### config.mk
export PLATFORM = sky130hd
export DESIGN_NAME = cu_fsm
export DESIGN_NICKNAME = d
export VERILOG_FILES = /design/src/rtl/otter_pkg.sv /design/src/rtl/cu_fsm.sv
export SDC_FILE = /design/constraint.sdc
export NUM_CORES = 1
export LEC_CHECK = 0
export BUFFER_PORTS_ARGS = -buffer_cell sky130_fd_sc_hd__clkbuf_2
export CAP_MARGIN = 20
export CORE_AREA = 2 2 39 41
export DETAILED_ROUTE_END_ITERATION = 8
export DIE_AREA = 0 0 41 43
export MAX_ROUTING_LAYER = met4
export PLACE_DENSITY = 0.5
export REMOVE_ABC_BUFFERS = 1
export SLEW_MARGIN = 20
export SYNTH_ARGS = -nofsm -noshare
export SYNTH_HDL_FRONTEND = slang
export SYNTH_SLANG_ARGS = --single-unit
### constraint.sdc
create_clock -name clk -period 1.8 [get_ports clk]
set_clock_uncertainty 0.1 [all_clocks]
set_input_delay 0.45 -clock clk [delete_from_list [all_inputs] [get_ports clk]]
set_output_delay 0.45 -clock clk [all_outputs]
set_load 0.02 [all_outputs]
### src/rtl/otter_pkg.sv
// Shared encodings for the OTTER control unit: FSM state type plus the
// opcode and func3 values the decoder recognises.
package otter_pkg;

  typedef enum logic [2:0] {
    ST_INIT  = 3'd0,
    ST_FETCH = 3'd1,
    ST_EXEC  = 3'd2,
    ST_WB    = 3'd3,
    ST_INTR  = 3'd4
  } state_t;

  localparam logic [6:0] OPC_LOAD   = 7'b0000011;
  localparam logic [6:0] OPC_STORE  = 7'b0100011;
  localparam logic [6:0] OPC_BRANCH = 7'b1100011;
  localparam logic [6:0] OPC_OP     = 7'b0110011;
  localparam logic [6:0] OPC_OP_IMM = 7'b0010011;
  localparam logic [6:0] OPC_LUI    = 7'b0110111;
  localparam logic [6:0] OPC_AUIPC  = 7'b0010111;
  localparam logic [6:0] OPC_JAL    = 7'b1101111;
  localparam logic [6:0] OPC_JALR   = 7'b1100111;
  localparam logic [6:0] OPC_SYSTEM = 7'b1110011;

  localparam logic [2:0] F3_MRET  = 3'b000;
  localparam logic [2:0] F3_CSRRW = 3'b001;

endpackage

### src/rtl/cu_fsm.sv
// OTTER multicycle control FSM: INIT -> FETCH -> EXEC [-> WB] [-> INTR].
// Outputs are Moore on state, plus Mealy decode of opcode/func3 in EXEC.
module cu_fsm
  import otter_pkg::*;
(
  input  logic       clk,
  input  logic       rst,
  input  logic       intr,
  input  logic       mie,
  input  logic [6:0] opcode,
  input  logic [2:0] func3,
  output logic       pc_write,
  output logic       reg_write,
  output logic       mem_we2,
  output logic       mem_rden1,
  output logic       mem_rden2,
  output logic       reset_out,
  output logic       csr_we,
  output logic       int_taken
);

  state_t state;
  state_t next_state;

  always_ff @(posedge clk) begin
    if (rst) state <= ST_INIT;
    else     state <= next_state;
  end

  always_comb begin
    next_state = ST_INIT;
    pc_write   = 1'b0;
    reg_write  = 1'b0;
    mem_we2    = 1'b0;
    mem_rden1  = 1'b0;
    mem_rden2  = 1'b0;
    reset_out  = 1'b0;
    csr_we     = 1'b0;
    int_taken  = 1'b0;

    unique case (state)
      ST_INIT: begin
        reset_out  = 1'b1;
        next_state = ST_FETCH;
      end

      ST_FETCH: begin
        mem_rden1  = 1'b1;
        next_state = ST_EXEC;
      end

      ST_EXEC: begin
        // Interrupts are only taken at instruction boundaries; loads defer to WB.
        next_state = (intr && mie) ? ST_INTR : ST_FETCH;
        case (opcode)
          OPC_LOAD: begin
            mem_rden2  = 1'b1;
            next_state = ST_WB;
          end
          OPC_STORE: begin
            mem_we2  = 1'b1;
            pc_write = 1'b1;
          end
          OPC_OP, OPC_OP_IMM, OPC_LUI, OPC_AUIPC, OPC_JAL, OPC_JALR: begin
            pc_write  = 1'b1;
            reg_write = 1'b1;
          end
          OPC_SYSTEM: begin
            pc_write = 1'b1;
            if (func3 == F3_CSRRW) begin
              reg_write = 1'b1;
              csr_we    = 1'b1;
            end
          end
          default: pc_write = 1'b1;
        endcase
      end

      ST_WB: begin
        reg_write  = 1'b1;
        pc_write   = 1'b1;
        next_state = (intr && mie) ? ST_INTR : ST_FETCH;
      end

      ST_INTR: begin
        int_taken  = 1'b1;
        pc_write   = 1'b1;
        next_state = ST_FETCH;
      end

      default: next_state = ST_INIT;
    endcase
  end

endmodule

Word level (Yosys, flattened, before mapping). Index checks and enable logic that the tools add are counted.

Equality and inequality tests: 14. Multiplexer cells: 17. Reduce and logical (&&, ||, !) cells: 5.

Operator list (count): $eq 7x6->1 const B (3); $eq 7x7->1 const B (3); $eq 7x5->1 const B (2); $pmux 3 s4 (1); $mux 1 (11); $eq 7x2->1 const B (1); $eq 3x1->1 const B (2); $eq 3x2->1 const B (2); $mux 3 (2); $pmux 1 s2 (3); $reduce_or 6->1 (1); $reduce_or 2->1 (2); $eq 3x3->1 const B (1); $logic_not 3->1 (1); $logic_and 1x1->1 (1).

Register bits: 3. Bits of input ports: 14. Output and inout bits: 8. Word-level logic and storage cells: 37.

Longest topological paths before layout.
Depth after elaboration: 4. Depth in mapped cells: 3. Depth with buffers taken out: 3.

Least setup slack after synthesis. Ideal clock, no wire load.

Path type: input to output. From: input opcode[3]. To: output csr_we. Arrival time: 1.350 ns. Data required time: 1.250 ns. Path slack: -0.100 ns. Stages on the path: 3. Buffers on the path: 0. Path through: nor3_2 nand3_1 nor3_1.

Word-level cells in the longest chain between the ends: 3.

Ends and longest elaborated chain: start, declared (line cu_fsm.sv:10) `input logic [6:0] opcode,`; $eq 7x7->1 (line cu_fsm.sv:55) `case (opcode)`; $mux 1 (line cu_fsm.sv:55); $mux 1 (line cu_fsm.sv:41) `unique case (state)`; end, declared (line cu_fsm.sv:18) `output logic csr_we,`.

No other way between the ends.

Final worst setup path.
From: input opcode[4]. To: output pc_write.

Word-level cells in the longest chain between the ends: 3.

Ends and longest elaborated chain: $eq 7x2->1 (line cu_fsm.sv:55); $mux 1 (line cu_fsm.sv:55); $pmux 1 s2 (line cu_fsm.sv:41); end, declared (line cu_fsm.sv:12) `output logic pc_write,`.

No other way between the ends.

==> metrics.cfg <==
[sta]
fmax_mhz = 507
max-slew-margin-rel_pct = 85.8
drv_slew = 0
setup_viol = 5
hold_viol_final = 0
rsz0062_at_grt = true
worst_slack_ns = -0.174
fin_crit_ns = 1.97
tightest_slew_ns = 0.213
post-route-period-util_pct = 110

[route]
final_antenna_net_count = 0
remaining_drc_errors = 0
finalWirelength_um = 1040
routed_via_density = 4.76
vias = 414
dr.pass1.iters = 4
drt_iter0_drc = 3
wl_per_cell_um = 12.0

[cells_and_area]
final_util_pct = 46.5
top_regs = state: 3 flops
stdcell_area_sq_um = 643
syn2layout_area_growth_pct = 117
top_register = state
antenna-diode-count = 0
fill_cells = 148
fin_nets = 86
largest_register_ffs = 3
drive_above_1_share_pct = 71.8

[min_path]
hold_path.class = in2reg

[setup_path]
crit_required_ns = 1.25
crit_type = in2out
worstPathArrival_ns = 1.42
startpoint_type = primary input
critPathMaxFanout = 3
crit_path_end_kind = output pin

[grt]
antenna_found_initial = 0
grt_pass1_vias = 418
grt_pass1_wl_um = 1570
grt-ovfl-total = 0
grt_max_degree = 6
grt.total_usage_pct = 13.3

[status]
status = finished with violations
failed_checks = negative setup slack

[synth]
yosys_warnings = 0
async_flop_share_pct = 0
yosysSeqAreaShare_pct = 20.3
synth.avg_cell_area_sq_um = 8.72
synth_edf_count = 0
synth_area_sq_um = 297
ys_types = 22
synth_ff_type = dfxtp_1
synthCells = 34
synth.ff_latch_count = 3

[floorplanning]
rows = 14
die_x_um = 41
core_area_sq_um = 1380
start_util_pct = 21.4
dieHeight_um = 43
pin_count = 22
die_area_sq_um = 1760

[place]
dpl_cell_area_sq_um = 482
dp_hpwl_um = 681
port_buffers = 21
routabilityCongestion = 0.686

[pwr]
ir_drop_mv = 0.228
p_total_mw = 0.336
power.density_nw_per_um2 = 522
leakagePower_nw = 0.304

[clock_tree]
cts.sinks = 3
htree_num_levels = 1
clk_latency_ns = 0.24
clk_pin_slew_ns = 0.04
cts_tree = done
cts.path.max_buffers = 2
cts_made_buffers = 3
clockRootBuffer = clkbuf_4
hold_buffers = 0

[run]
cap_violations = 0

==> final timing paths <==
path / from / end / slack, ns / depth (start not counted)
worst max-delay path: opcode[4] / pc_write / -0.17 / 5
worst min-delay path: mie / state[2]$_SDFF_PP0_ / 0.34 / 3
worst max register to register: state[0]$_SDFF_PP0_ / state[1]$_SDFF_PP0_ / 0.47 / 4
worst min register to register: state[1]$_SDFF_PP0_ / state[0]$_SDFF_PP0_ / 0.53 / 3
==> logic make-up after synthesis <==
| logic type | synth area share (%) |
|---|---|
| and+or+nand+nor | 60.8 |
| AOI/OAI and AO/OA | 16.5 |
| DFF | 20.3 |
| buffers and inverters | 2.53 |
==> placed cells by master (no fill, tap or decap), types with 2 or more instances in the layout <==
cell type,instances
or3b_1,2
clkbuf_2,13
nand2b_1,2
nor3_1,2
dfxtp_2,3
clkbuf_4,3
and2_1,2
clkbuf_8,3
buf_4,15
a21oi_1,3
nand2_1,2
==> critical path, cell delays in order <==
cell	delay [ns]
buf_6	0.09
or3_4	0.39
o31ai_4	0.24
nand2b_1	0.09
clkbuf_8	0.15
==> layer usage <==
metal | share of wire, % | vias up | global-route usage (%)
met5 | 0 | - | -
met4 | 1.3 | 0 | 8.00
met3 | 8.7 | 2 | 4.19
met2 | 55 | 21 | 23.1
met1 | 35 | 188 | 11.4
li1 | - | 203 | -
==> metrics by stage <==
step / TNS, ns / hold slack (ns) / worst slack [ns] / instances
4_1_cts: -0.547 / 0.347 / -0.162 / 87
2_1_floorplan: -0.150 / 0.466 / -0.100 / 34
5_1_grt: -0.883 / 0.360 / -0.231 / 87
6_report: -0.605 / 0.335 / -0.174 / 87
3_5_place_dp: -0.555 / 0.514 / -0.214 / 79
3_3_place_gp: -0.585 / 0.520 / -0.194 / 79
==> layout make-up <==
| class | instances | area, sq um | area share [%] |
|---|---|---|---|
| flip-flops and latches | 3 | 63.8 | 9.92 |
| inverters | 2 | 7.51 | 1.17 |
| repair buffers | 33 | 245 | 38.1 |
| clock buffers | 4 | 26.3 | 4.09 |
| well taps | 16 | 20.0 | 3.11 |
| multi-input cells | 29 | 280 | 43.6 |
==> report_power, final <==
part	internal (mW)	switching (mW)
Combinational	0.0718	0.0586
Sequential	0.0728	0.00671
Clock	0.0836	0.0423
==> synth_stat cells, drive strengths merged (2+ instances only) <==
library cell  instances  area (sq um)
dfxtp                 3          60.1
or3b                  2          17.5
nand4b                2          32.5
nand2b                2          12.5
nor3                  4          25.0
inv                   2          7.51
nand2                 2          7.51
a21oi                 3          15.0
nand4bb               2          22.5
and2                  2          12.5
==> repair_timing <==
action / 4_1_cts / 5_1_grt
pin swaps: 4 / 6
buffers inserted: 4 / 0
endpoints found under the setup margin: 6 / 6
resized for setup: 15 / 14
Power figures use the tool's default switching activity.
